`config.mk`:
```
export PLATFORM = sky130hd
export DESIGN_NAME = tge_packetizer
export DESIGN_NICKNAME = d
export VERILOG_FILES = /design/src/rtl/tge_pkg.sv /design/src/rtl/tge_packetizer.sv
export SDC_FILE = /design/constraint.sdc
export NUM_CORES = 1
export LEC_CHECK = 0
export ABC_AREA = 1
export BUFFER_PORTS_ARGS = -buffer_cell sky130_fd_sc_hd__buf_2
export CORE_MARGIN = 2
export CORE_UTILIZATION = 40
export DETAILED_ROUTE_END_ITERATION = 12
export HOLD_SLACK_MARGIN = 0.1
export PLACE_DENSITY = 0.61
export RECOVER_POWER = 100
export SYNTH_ARGS = -nofsm -noshare
export SYNTH_HDL_FRONTEND = slang
export SYNTH_SLANG_ARGS = --single-unit
```
`constraint.sdc`:
```
create_clock -name clk -period 4.9 [get_ports clk]
set_input_delay 0.49 -clock clk [delete_from_list [all_inputs] [get_ports clk]]
set_output_delay 0.49 -clock clk [all_outputs]
set_load 0.05 [all_outputs]
```
`src/rtl/tge_pkg.sv`:
```
// Shared types and constants for the 10GbE UDP packetizer:
// FSM state encoding, header magic and the header word layout.
package tge_pkg;

  localparam int unsigned MAGIC_W = 16;
  localparam int unsigned SEQ_W   = 48;
  localparam int unsigned HDR_W   = MAGIC_W + SEQ_W;

  localparam logic [MAGIC_W-1:0] HEADER_MAGIC = 16'hA5C3;

  typedef enum logic [1:0] {
    IDLE    = 2'd0,
    PAYLOAD = 2'd1,
    GAP     = 2'd2
  } state_t;

  // Header word: magic in [63:48], sequence number in [47:0]
  typedef struct packed {
    logic [MAGIC_W-1:0] magic;
    logic [SEQ_W-1:0]   seq;
  } header_t;

  function automatic header_t make_header(input logic [SEQ_W-1:0] seq);
    header_t h;
    h.magic = HEADER_MAGIC;
    h.seq   = seq;
    return h;
  endfunction

endpackage

```
`src/rtl/tge_packetizer.sv`:
```
// Frames the 64-bit serializer stream into fixed-length UDP payloads:
// one header word, PAYLOAD_WORDS data words with EOF on the last, then a gap.
module tge_packetizer
  import tge_pkg::*;
#(
  parameter int unsigned DATA_WIDTH    = 64,
  parameter int unsigned PAYLOAD_WORDS = 128,
  parameter int unsigned GAP_CYCLES    = 4,
  parameter int unsigned SEQ_WIDTH     = 48
) (
  input  logic                  clk,
  input  logic                  rst,
  input  logic                  ce,
  input  logic [DATA_WIDTH-1:0] i_data,
  input  logic                  i_valid,
  output logic                  o_ready,
  input  logic                  i_tx_afull,
  output logic [DATA_WIDTH-1:0] o_data,
  output logic                  o_valid,
  output logic                  o_eof,
  output logic [SEQ_WIDTH-1:0]  o_seq
);

  localparam int unsigned WCW = $clog2(PAYLOAD_WORDS);
  localparam int unsigned GCW = $clog2(GAP_CYCLES + 1);
  localparam logic [WCW-1:0] LAST_WORD = WCW'(PAYLOAD_WORDS - 1);
  localparam logic [GCW-1:0] LAST_GAP  = GCW'(GAP_CYCLES - 1);

  state_t               state;
  logic [WCW-1:0]       word_cnt;
  logic [GCW-1:0]       gap_cnt;
  logic [SEQ_WIDTH-1:0] seq;

  // Upstream may only transfer while a packet body is being streamed
  assign o_ready = ce && (state == PAYLOAD);
  assign o_seq   = seq;

  always_ff @(posedge clk) begin
    if (rst) begin
      state    <= IDLE;
      word_cnt <= '0;
      gap_cnt  <= '0;
      seq      <= '0;
      o_data   <= '0;
      o_valid  <= 1'b0;
      o_eof    <= 1'b0;
    end else if (ce) begin
      unique case (state)
        IDLE: begin
          o_eof <= 1'b0;
          // Start only when data is waiting and the TX core has room
          if (i_valid && !i_tx_afull) begin
            o_data   <= DATA_WIDTH'(make_header(SEQ_W'(seq)));
            o_valid  <= 1'b1;
            word_cnt <= '0;
            state    <= PAYLOAD;
          end else begin
            o_valid <= 1'b0;
          end
        end
        PAYLOAD: begin
          if (i_valid) begin
            o_data   <= i_data;
            o_valid  <= 1'b1;
            word_cnt <= word_cnt + WCW'(1);
            if (word_cnt == LAST_WORD) begin
              o_eof   <= 1'b1;
              seq     <= seq + SEQ_WIDTH'(1);
              gap_cnt <= '0;
              state   <= GAP;
            end else begin
              o_eof <= 1'b0;
            end
          end else begin
            o_valid <= 1'b0;
            o_eof   <= 1'b0;
          end
        end
        GAP: begin
          o_valid <= 1'b0;
          o_eof   <= 1'b0;
          gap_cnt <= gap_cnt + GCW'(1);
          if (gap_cnt == LAST_GAP) state <= IDLE;
        end
        default: begin
          o_valid <= 1'b0;
          o_eof   <= 1'b0;
          state   <= IDLE;
        end
      endcase
    end
  end

endmodule

```
==> results by group <==
Timing
  – Final min period: between 3 and 4 ns
  – Setup violators final: 0
  – Clock skew: approximately 0.0073 ns
  – Final Slew Violations: 61
  – RSZ-0062 raised after global routing: no
  – Fmax: 0.326 GHz
  – Relative slew slack: -29.5%
  – Least-Margin Pin Slew: 1.94 ns
  – Tcrit/Tclk final: a little over three fifths
  – Hold Vio Cnt, Final: 0
  – Setup TNS: 0 ns

Finish
  – Layout cells sized above 1: 14.1%
  – # nets final: 1,149
  – Final Non-Filler Cells: 1,276
  – Area growth, synth to finish: 22.2%
  – Filler instances: 1,631
  – Register area: 2520 um^2
  – Area occupied by multi-input gates: 3220 um^2
  – N_diodes: 0

Clocking
  – Sink Count: 126
  – Clock-pin slew on the worst setup and hold paths: 0.05 ns
  – CTS Buffer Depth: 2
  – Num CTS Buffers: 17
  – Setup bufs post-CTS: 0
  – Clk Latency, worst-skew pair: 0.42 ns
  – Clock root buffer: clkbuf_16
  – H-tree lvl count: 4
  – CTS tree: done
  – Hold_buf cts: 0
  – Post-cts resize count: 0

Worst setup path
  – Reg2reg path depth: 11
  – Critical-path top delay cell: nor2_1
  – Largest stage delay, worst path: 1.10 ns
  – Startpoint Class: flip-flop
  – CP arrival: 3.43 ns
  – Critical path class: reg -> reg
  – Worst-case register-to-register setup slack: 1.83 ns
  – Worst-path fanout max: 22
  – Worst Setup End Kind: flip-flop
  – Crit-path cells: ha_1 > nand2_1 > nor2_1 > nand2_1 > nor2_1 > nand2_1 > nor2_1 > nand2_1 > nand2_1 > nand2_1 > nor2_1
  – Top cell by count, worst path: nand2_1
  – Critical Path RT: between 5 and 6 ns

Routing
  – DRC: 0
  – Initial drt markers: 325
  – DRT Pass-1 Iters: 5
  – Final antenna-violating net count: 0
  – Vias: 6,159
  – Avg WL per Cell: 13.1 um
  – Total routed wirelength: 16,700 um
  – Via density: 4.83

Run status
  – Failing checks: max-capacitance violations, max-slew violations
  – Outcome: complete, but fails checks

Die
  – # IOs: between 150 and 200
  – Die Wd: 129 um
  – Core ar.: 15,200 um^2
  – Vert. Die Dim: 129 um
  – DIE AREA: 16,600 um^2
  – Core Rows: 45
  – Initial cell density of the core: roughly two fifths

Pwr
  – P per Cell Area: 327 nW/um^2
  – Leak: 2.91 nW
  – Max VDD drop: 227 uV

Synth
  – FF+latch count, synth: 126
  – Share of the synthesized area in the top cell type: approximately 40%
  – Synth top area cells: dfxtp_1, nand2_1, nor2_1
  – Number of flops mapped to enable cells by yosys: 0
  – Syn Inst Count: 904
  – Post-synth ARST share: 0%
  – Largest area contributor in the netlist: dfxtp_1
  – Synthesized area: between 6000 and 7000 um^2
  – Count leader, synth: nand2_1
  – Syn_nets: about 980
  – YS warnings: 0
  – Most frequent cells after synthesis: nand2_1, nor2_1, dfxtp_1, a21oi_1, inv_1
  – Mapped Avg Cell Area: 6.90 um^2
  – Synth Flop Type: dfxtp_1
  – Synth unique cells: 32
  – Register area share after synthesis: approximately two fifths

Global routing
  – First-pass GRT wire length: 27,000 um
  – GRT Total Usage: between 20% and 30%
  – Initial antenna violation count: 0
  – Remaining global-route overflow: 0
  – Largest net degree at the start of global routing: 63
  – Vias in the first global route: 5,430

Min path
  – Hold Path Stages: 3
  – Tightest Hold Check Type: in -> reg

Job
  – Max-cap check violation count: 2

Placement
  – HPWL Detailed: approximately 12,000 um
  – Gpl congestion: 0.874
  – Placed Instances: 1,245
  – PortBufs: 183
[state kept, by name (all words and copies together) (netlist names)]
name,count
state,2
o_valid,1
o_eof,1
o_data,64
word_cnt,7
o_seq,48
gap_cnt,3
[cell usage in the layout, fill, tap and decap left out]
| master | n |
|---|---|
| nand2_1 | 281 |
| nor2_1 | 155 |
| dfxtp_1 | 126 |
| clkbuf_1 | 119 |
| a21oi_1 | 88 |
| inv_1 | 70 |
| buf_2 | 68 |
| mux2_2 | 48 |
| nand3_1 | 34 |
| o21ai_0 | 26 |
| clkbuf_16 | 17 |
| nor3_1 | 8 |
| nand4_1 | 6 |
| o21bai_1 | 4 |
| ha_1 | 4 |
| clkbuf_8 | 4 |
| buf_4 | 4 |
| nand2_2 | 3 |
| clkinv_2 | 3 |
| nor2_2 | 2 |
| o22ai_1 | 2 |
| nor3b_1 | 2 |
| xor2_1 | 2 |
| a31oi_1 | 2 |
| bufinv_16 | 2 |
| nand4_4 | 1 |
| clkinv_1 | 1 |
| o211ai_1 | 1 |
| and2_1 | 1 |
| xnor2_1 | 1 |
| o21a_1 | 1 |
| nand3b_1 | 1 |
| clkinvlp_4 | 1 |
[cell type report]
type / count / area share [%]
Tap cell: 188 / 3.08
Inverter: 71 / 3.49
Clock buffer: 25 / 6.50
Timing Repair Buffer: 187 / 10.5
Multi-Input combinational cell: 673 / 42.3
Clock inverter: 6 / 1.08
Sequential cell: 126 / 33.1
[cell families (layout without fill, tap and decap cells)]
kind of cell,after synthesis,after routing,synth area share (%)
buf+inv,105,289,7.20
compound gates,124,124,10.3
fa+ha+maj,4,4,0.802
xor+xnor,3,3,0.421
simple gates,494,494,32.2
mux,48,48,8.66
flops,126,126,40.4
[worst paths after layout]
| check | end | from |
|---|---|---|
| max | o_seq[27] | word_cnt[0] |
| min | o_data[60] | i_data[60] |
| max reg2reg | o_seq[27] | word_cnt[0] |
| min reg2reg | o_data[60] | o_data[60] |
[stage by stage]
step	utilization [%]	instance area [um^2]	hold slack, ns	worst slack, ns	total power, mW
detailed placement	47.6	7240	0.451	2.41	1.28
floorplan	-	6240	0.433	2.95	1.22
finish	50.2	7630	0.322	1.83	2.49
global route	50.2	7630	0.325	1.37	2.58
CTS	51.4	7820	0.308	2.45	2.53
global placement	47.6	7240	0.445	2.44	1.28
[worst max-delay path: cells and delay by family, from the launching register on]
family	cells	cell delay (ns)
simple gates	10	2.38
flops	1	0.37
fa+ha+maj	1	0.23
[power by group]
group / total, mW / internal [mW] / switching [mW]
combinational: 0.205 / 0.0625 / 0.143
sequential: 1.05 / 1.04 / 0.00786
clock: 1.24 / 0.797 / 0.444
total: 2.49 / 1.90 / 0.594
[per-layer routing]
metal	vias to the layer above	wire (um)	global-route usage, %
met5	-	0	0
met4	0	193	6.78
met3	13	896	4.62
met2	136	7500	33.6
met1	2779	8100	26.3
li1	3231	-	-
Note: power is estimated with default switching activity, not from simulation.
